## src/rtl/syn_audio_pkg.sv

```systemverilog
// Shared audio types: PCM resolution, stereo sample layout and the
// capture-FSM state encoding.
package syn_audio_pkg;

  localparam int P_PCM_RES   = 16;
  localparam int P_BIT_CNT_W = $clog2(P_PCM_RES);

  // One stereo sample; lchnl occupies the upper half of the packed word.
  typedef struct packed {
    logic signed [P_PCM_RES-1:0] lchnl;
    logic signed [P_PCM_RES-1:0] rchnl;
  } pcm_data_t;

  typedef enum logic [2:0] {
    CAP_IDLE    = 3'd0,
    CAP_L_SKIP  = 3'd1,
    CAP_L_SHIFT = 3'd2,
    CAP_R_WAIT  = 3'd3,
    CAP_R_SKIP  = 3'd4,
    CAP_R_SHIFT = 3'd5,
    CAP_L_WAIT  = 3'd6
  } adc_cap_fsm_t;

endpackage

```

## src/rtl/syn_pcm_xfr_intf.sv

```systemverilog
// PCM sample transfer between a producer (master) and a consumer (slave).
// Handshake: the master raises pcm_data_valid with pcm_data and holds both
// stable until it samples ack=1 on a clock edge; that edge retires the
// sample. ack while pcm_data_valid=0 has no effect.
interface syn_pcm_xfr_intf;
  import syn_audio_pkg::*;

  logic      pcm_data_valid;
  pcm_data_t pcm_data;
  logic      ack;

  modport master (output pcm_data_valid, output pcm_data, input ack);
  modport slave  (input pcm_data_valid, input pcm_data, output ack);
endinterface

```

## src/rtl/syn_edge_sync.sv

```systemverilog
// N-flop synchroniser for an asynchronous level, with single-cycle
// rise/fall pulses derived from the synchronised value.
module syn_edge_sync #(
  parameter int P_STAGES = 2
) (
  input  logic clk,
  input  logic rst,
  input  logic d,
  output logic q,
  output logic rise,
  output logic fall
);

  logic [P_STAGES-1:0] sync_r;
  logic                q_prev;

  // Shift the raw input through the synchroniser chain and remember the
  // previous synchronised value for edge detection.
  always_ff @(posedge clk) begin
    if (rst) begin
      sync_r <= '0;
      q_prev <= 1'b0;
    end else begin
      sync_r <= {sync_r[P_STAGES-2:0], d};
      q_prev <= sync_r[P_STAGES-1];
    end
  end

  assign q    = sync_r[P_STAGES-1];
  assign rise = q & ~q_prev;
  assign fall = ~q & q_prev;

endmodule

```

## src/rtl/syn_adc_cap.sv

```systemverilog
// I2S capture from the codec ADC: assembles one stereo PCM sample per
// frame, offers it on pcm_xfr and counts frames lost to a slow consumer.
module syn_adc_cap
  import syn_audio_pkg::*;
#(
  parameter int P_SYNC_STAGES = 2,
  parameter int P_OVFL_CNT_W  = 8
) (
  input  logic                    clk_ir,
  input  logic                    rst_il,
  input  logic                    cap_en,
  input  logic                    bclk,
  input  logic                    adc_lrc,
  input  logic                    adc_dat,
  syn_pcm_xfr_intf.master         pcm_xfr,
  output logic [P_OVFL_CNT_W-1:0] ovfl_cnt,
  output logic                    ovfl_sticky,
  output adc_cap_fsm_t            fsm_state
);

  localparam logic [P_BIT_CNT_W-1:0] LAST_BIT = P_BIT_CNT_W'(P_PCM_RES - 1);

  logic bre;
  logic lrc_s;
  logic dat_s;
  logic unused_bclk_lvl, unused_bclk_fall;
  logic unused_lrc_rise, unused_lrc_fall;
  logic unused_dat_rise, unused_dat_fall;

  syn_edge_sync #(.P_STAGES(P_SYNC_STAGES)) u_bclk_sync (
    .clk(clk_ir), .rst(rst_il), .d(bclk),
    .q(unused_bclk_lvl), .rise(bre), .fall(unused_bclk_fall)
  );

  syn_edge_sync #(.P_STAGES(P_SYNC_STAGES)) u_lrc_sync (
    .clk(clk_ir), .rst(rst_il), .d(adc_lrc),
    .q(lrc_s), .rise(unused_lrc_rise), .fall(unused_lrc_fall)
  );

  syn_edge_sync #(.P_STAGES(P_SYNC_STAGES)) u_dat_sync (
    .clk(clk_ir), .rst(rst_il), .d(adc_dat),
    .q(dat_s), .rise(unused_dat_rise), .fall(unused_dat_fall)
  );

  // lrc is judged only at bit-clock rising edges, against its value at the
  // previous one, so a transition is tied to a specific bit slot.
  logic                   lrc_bre_q;
  logic                   lrc_chg, lrc_fall_bre, lrc_rise_bre;
  logic [P_PCM_RES-1:0]   lsh, rsh, rsh_next;
  logic [P_BIT_CNT_W-1:0] bit_cnt;
  logic                   frame_done;

  assign lrc_chg      = bre && (lrc_s != lrc_bre_q);
  assign lrc_fall_bre = lrc_chg && !lrc_s;
  assign lrc_rise_bre = lrc_chg &&  lrc_s;
  assign rsh_next     = {rsh[P_PCM_RES-2:0], dat_s};

  // Last right bit shifted cleanly: the completed sample is {lsh, rsh_next}.
  assign frame_done = cap_en && bre && !lrc_chg &&
                      (fsm_state == CAP_R_SHIFT) && (bit_cnt == LAST_BIT);

  // Frame-alignment FSM and serial shift registers.
  always_ff @(posedge clk_ir) begin
    if (rst_il) begin
      fsm_state <= CAP_IDLE;
      bit_cnt   <= '0;
      lsh       <= '0;
      rsh       <= '0;
      lrc_bre_q <= 1'b0;
    end else begin
      if (bre) lrc_bre_q <= lrc_s;
      if (!cap_en) begin
        fsm_state <= CAP_IDLE;
        bit_cnt   <= '0;
      end else if (bre) begin
        case (fsm_state)
          CAP_IDLE, CAP_L_WAIT: begin
            if (lrc_fall_bre) fsm_state <= CAP_L_SKIP;
          end
          CAP_L_SKIP: begin
            if (lrc_chg) fsm_state <= CAP_IDLE;
            else begin
              fsm_state <= CAP_L_SHIFT;
              bit_cnt   <= '0;
            end
          end
          CAP_L_SHIFT: begin
            if (lrc_chg) fsm_state <= CAP_IDLE;
            else begin
              lsh <= {lsh[P_PCM_RES-2:0], dat_s};
              if (bit_cnt == LAST_BIT) fsm_state <= CAP_R_WAIT;
              else bit_cnt <= bit_cnt + 1'b1;
            end
          end
          CAP_R_WAIT: begin
            if (lrc_rise_bre) fsm_state <= CAP_R_SKIP;
          end
          CAP_R_SKIP: begin
            if (lrc_chg) fsm_state <= CAP_IDLE;
            else begin
              fsm_state <= CAP_R_SHIFT;
              bit_cnt   <= '0;
            end
          end
          CAP_R_SHIFT: begin
            if (lrc_chg) fsm_state <= CAP_IDLE;
            else begin
              rsh <= rsh_next;
              if (bit_cnt == LAST_BIT) fsm_state <= CAP_L_WAIT;
              else bit_cnt <= bit_cnt + 1'b1;
            end
          end
          default: fsm_state <= CAP_IDLE;
        endcase
      end
    end
  end

  // Output holding register, handshake and dropped-frame accounting.
  always_ff @(posedge clk_ir) begin
    if (rst_il) begin
      pcm_xfr.pcm_data_valid <= 1'b0;
      pcm_xfr.pcm_data       <= '0;
      ovfl_cnt               <= '0;
      ovfl_sticky            <= 1'b0;
    end else if (frame_done) begin
      if (!pcm_xfr.pcm_data_valid || pcm_xfr.ack) begin
        pcm_xfr.pcm_data       <= pcm_data_t'({lsh, rsh_next});
        pcm_xfr.pcm_data_valid <= 1'b1;
      end else begin
        if (ovfl_cnt != '1) ovfl_cnt <= ovfl_cnt + P_OVFL_CNT_W'(1);
        ovfl_sticky <= 1'b1;
      end
    end else if (pcm_xfr.pcm_data_valid && pcm_xfr.ack) begin
      pcm_xfr.pcm_data_valid <= 1'b0;
    end
  end

endmodule

```

## src/flat_wrapper.sv

```systemverilog
// flat-port wrapper written by rule: the top's interface ports become plain ports
module syn_adc_cap_flat import syn_audio_pkg::*;
#(
  parameter int P_SYNC_STAGES = 2,
  parameter int P_OVFL_CNT_W  = 8
)
  (clk_ir, rst_il, cap_en, bclk, adc_lrc, adc_dat, ovfl_cnt, ovfl_sticky, fsm_state, pcm_xfr_pcm_data_valid, pcm_xfr_pcm_data, pcm_xfr_ack);
  syn_pcm_xfr_intf pcm_xfr_i ();
  input  logic clk_ir;
  input  logic rst_il;
  input  logic cap_en;
  input  logic bclk;
  input  logic adc_lrc;
  input  logic adc_dat;
  output logic [P_OVFL_CNT_W-1:0] ovfl_cnt;
  output logic ovfl_sticky;
  output adc_cap_fsm_t fsm_state;
  output wire logic [$bits(pcm_xfr_i.pcm_data_valid)-1:0] pcm_xfr_pcm_data_valid;
  output wire logic [$bits(pcm_xfr_i.pcm_data)-1:0] pcm_xfr_pcm_data;
  input wire logic [$bits(pcm_xfr_i.ack)-1:0] pcm_xfr_ack;
  assign pcm_xfr_pcm_data_valid = pcm_xfr_i.pcm_data_valid;
  assign pcm_xfr_pcm_data = pcm_xfr_i.pcm_data;
  assign pcm_xfr_i.ack = pcm_xfr_ack;
  syn_adc_cap #(.P_SYNC_STAGES(P_SYNC_STAGES), .P_OVFL_CNT_W(P_OVFL_CNT_W)) u_core (.clk_ir(clk_ir), .rst_il(rst_il), .cap_en(cap_en), .bclk(bclk), .adc_lrc(adc_lrc), .adc_dat(adc_dat), .pcm_xfr(pcm_xfr_i), .ovfl_cnt(ovfl_cnt), .ovfl_sticky(ovfl_sticky), .fsm_state(fsm_state));
endmodule
```

## config.mk

```make
export PLATFORM = sky130hd
export DESIGN_NAME = syn_adc_cap_flat
export DESIGN_NICKNAME = d
export VERILOG_FILES = /design/src/rtl/syn_audio_pkg.sv /design/src/rtl/syn_pcm_xfr_intf.sv /design/src/rtl/syn_edge_sync.sv /design/src/rtl/syn_adc_cap.sv /design/src/flat_wrapper.sv
export SDC_FILE = /design/constraint.sdc
export NUM_CORES = 1
export LEC_CHECK = 0
export ABC_CLOCK_PERIOD_IN_PS = 1800
export BUFFER_PORTS_ARGS = -buffer_cell sky130_fd_sc_hd__buf_2
export CAP_MARGIN = 20
export CORE_UTILIZATION = 50
export DETAILED_ROUTE_END_ITERATION = 10
export GPL_TIMING_DRIVEN = 0
export PLACE_DENSITY_LB_ADDON = 0.3
export SYNTH_ARGS = -nofsm -noshare
export SYNTH_HDL_FRONTEND = slang
export SYNTH_SLANG_ARGS = --single-unit
```

## constraint.sdc

```tcl
create_clock -name clk_ir -period 1.8 [get_ports clk_ir]
set_clock_uncertainty 0.1 [all_clocks]
set_input_delay 0.09 -clock clk_ir [delete_from_list [all_inputs] [get_ports clk_ir]]
set_output_delay 0.09 -clock clk_ir [all_outputs]
set_load 0.03 [all_outputs]
```

==> impl_metrics.csv <==
group,metric,value,unit
yosys,avgSynthCellArea,8.96,µm²
critical_path,start_kind,"flop",
floorplanning,ios,52,
run,drv_cap,0,
power_and_ir_drop,total_power,3510,µW
detailed_routing,routed_wl,9.81,mm
detailed_routing,drt_iter0_markers,225,
floorplanning,die_h,89.2,µm
timing,hold_viol,0,
final_layout,areaGrowthSynthToFinish,25.8,%
floorplanning,rows,31,
timing,maxSlewHeadroom,64.7,%
final_layout,layout-drive-gt1-share,29.0,%
yosys,yosysSeqAreaShare,46.4,%
placement,globalplace.congestion,0.838,
detailed_routing,drc,0,
critical_path,ff2ff_setup_slack,10,ps
timing,fin_ws,14.8,ps
grt,grt_max_degree,16,
critical_path,cp_max_fo,10,
final_layout,nets,514,
yosys,yosysWarnings,0,
grt,grt-ovfl-total,0,
floorplanning,die_w,89.2,µm
timing,slew_viol_final,0,
clock_tree,h-tree-depth,3,
yosys,netlist_area,0.00380,mm²
critical_path,worstPathRequired,1990,ps
power_and_ir_drop,power.density,734,mW/mm²
grt,antenna_found_initial,0,
detailed_routing,antenna_left,0,
detailed_routing,wl_per_cell,16.1,µm
detailed_routing,drtPass1Iterations,5,
yosys,synth_seq_cells,88,
power_and_ir_drop,leakagePower,0.00187,µW
critical_path,path_class,"flop to flop",
timing,fmax,560,MHz
placement,dp_hpwl,6.47,mm
timing,setup_viol,0,
clock_tree,clk_pin_slew_worst_paths,90,ps
outcome,outcome,"complete, no violations",
power_and_ir_drop,peakVddDrop,0.554,mV
final_layout,n_fill_cell,625,
clock_tree,cts_root_buffer,"clkbuf_8",
grt,grt_pass1_vias,3132,
grt,gr-usage-all-layers,25.1,%
floorplanning,core,0.00729,mm²
placement,port_buffers,51,
final_layout,regArea,0.00178,mm²
floorplanning,start_util,52.1,%
timing,worst_pin_slew,530,ps
clock_tree,cts_made_buffers,9,
clock_tree,cts_sinks,88,
timing,fin_crit,1790,ps
timing,rsz0062_at_grt,"true",
detailed_routing,vias_per_cell,5.85,
floorplanning,die_area,0.00795,mm²
yosys,syn_inst,424,
yosys,synth.distinct_cells,49,
yosys,synth-async-reset-ratio,0,%
placement,place_ws,-314,ps
yosys,ys.flop_type,"dfxtp_1",
clock_tree,cts_tree,"yes",
final_layout,multiInputGateArea,0.00199,mm²
timing,period_share,99.2,%
final_layout,final_util,65.5,%
hold_path,hold_class,"primary input to flop",
clock_tree,cts_buffer_depth,2,
final_layout,diodes,0,
grt,grt_pass1_wl,15.2,mm
yosys,synth_edf_count,0,
critical_path,worstSetupEndpointType,"flop",
clock_tree,clk_latency,360,ps
critical_path,critPathArrivalTime,1980,ps
yosys,syn-num-nets,433,
detailed_routing,vias,3563,
==> timing repair <==
| action | 4_1_cts | 5_1_grt |
|---|---|---|
| cloned | 1 | 0 |
| hold endpoints to repair | 3 | 0 |
| endpoints found under the setup margin | 67 | 60 |
| setup buffers | 5 | 12 |
| hold buffers | 3 | 0 |
| pin swaps | 6 | 11 |
| resized for setup | 32 | 38 |
==> placed cells by master (no fill, tap or decap), drive strengths merged, types with 3 or more instances in the layout <==
master,count
o21ai,7
nor2,22
nand3b,3
nand3,4
clkbuf,30
buf,88
or4,3
inv,5
and3,3
a21oi,55
o31ai,36
clkinvlp,3
dfxtp,88
mux2i,19
o211ai,3
nand4,38
dlygate4sd3,3
nand2,42
nor2b,15
nor3,6
nand2b,3
==> per-stage QoR <==
stage	hold WS, ps	TNS [ps]	area [µm²]	instances
6_report	21.7	0	4780	609
5_1_grt	43.8	-603	4780	609
4_1_cts	16.1	-18.1	4600	598
3_5_place_dp	204	-10990	4200	574
3_3_place_gp	198	-8250	4200	574
2_1_floorplan	118	0	3820	424
==> layout make-up <==
class | instances | share of cell area [%]
multi-input cells | 292 | 41.6
flip-flops and latches | 88 | 37.3
repair buffers | 72 | 8.80
plain buffers | 38 | 4.90
clock buffers | 11 | 3.20
well taps | 99 | 2.59
clock inverters | 5 | 1.28
inverters | 4 | 0.314
==> critical path, stage by stage (launching register included) <==
cell      delay (ps)
dfxtp_2          350
nand3b_1         240
nor4_4           400
buf_4            210
buf_6            140
nand4_1          110
a21oi_2          160
==> synthesized netlist by cell type (2+ instances only) <==
| library cell | count | share of area, % |
|---|---|---|
| nor3b_1 | 2 | 0.40 |
| o21ai_0 | 7 | 0.92 |
| a21oi_1 | 55 | 7.2 |
| buf_2 | 9 | 1.2 |
| or4_1 | 3 | 0.59 |
| dfxtp_1 | 88 | 46 |
| inv_1 | 4 | 0.40 |
| nand3b_1 | 3 | 0.59 |
| buf_6 | 2 | 0.59 |
| nand2b_1 | 3 | 0.49 |
| o211ai_1 | 3 | 0.59 |
| nand4_2 | 2 | 0.66 |
| xor2_1 | 2 | 0.46 |
| ha_1 | 2 | 0.66 |
| buf_4 | 3 | 0.59 |
| o31ai_1 | 36 | 7.1 |
| buf_1 | 6 | 0.59 |
| clkbuf_1 | 20 | 2.0 |
| a31oi_1 | 2 | 0.33 |
| and2_1 | 2 | 0.33 |
| nand3_1 | 4 | 0.53 |
| nor2b_1 | 15 | 2.5 |
| nand4_1 | 36 | 5.9 |
| mux2_2 | 2 | 0.59 |
| nand2_1 | 42 | 4.2 |
| mux2i_1 | 19 | 5.0 |
| nor2_1 | 22 | 2.2 |
| a211oi_1 | 2 | 0.40 |
| and3_1 | 3 | 0.49 |
| nor3_1 | 6 | 0.79 |
==> power by group <==
| group | switching (µW) | total [µW] | internal, µW |
|---|---|---|---|
| Clock | 724 | 1450 | 731 |
| Sequential | 6.37 | 1950 | 1950 |
| Combinational | 61.4 | 96.3 | 34.9 |
| Total | 791 | 3510 | 2710 |
==> cells by family (layout without fill, tap and decap cells) <==
logic type | after synthesis | after routing | share of synthesized area (%)
and+or+nand+nor | 149 | 149 | 21.3
AOI/OAI and AO/OA | 117 | 117 | 19.8
DFF | 88 | 88 | 46.4
buffers and inverters | 44 | 130 | 5.34
muxes | 21 | 21 | 5.60
xor gates and xnor gates | 3 | 3 | 0.890
adders and majority gates | 2 | 2 | 0.659
==> worst paths after layout <==
path                               start                          end  depth (start not counted)
max                  u_core.fsm_state[1]  u_core.pcm_xfr.pcm_data[31]                          6
min                               rst_il           u_core.ovfl_cnt[0]                          3
max reg2reg          u_core.fsm_state[1]  u_core.pcm_xfr.pcm_data[31]                          6
min reg2reg  u_core.u_lrc_sync.sync_r[0]  u_core.u_lrc_sync.sync_r[1]                          1
==> registers in the layout, indices dropped and copies added (netlist names), 2 cells and up <==
signal and count:
u_core.rsh 15, u_core.fsm_state 3, u_core.lsh 16, u_core.pcm_xfr.pcm_data 32, u_core.bit_cnt 4, u_core.u_lrc_sync.sync_r 2, u_core.u_dat_sync.sync_r 2, u_core.u_bclk_sync.sync_r 2
u_core.ovfl_cnt 8
==> per-layer routing <==
| metal | vias up | GRT usage, % | wire length (µm) |
|---|---|---|---|
| met5 | - | 0 | 0 |
| met4 | 0 | 8.08 | 111 |
| met3 | 11 | 4.62 | 475 |
| met2 | 111 | 40.8 | 4700 |
| met1 | 1726 | 33.9 | 4510 |
| li1 | 1715 | - | - |
Power figures use the tool's default switching activity.
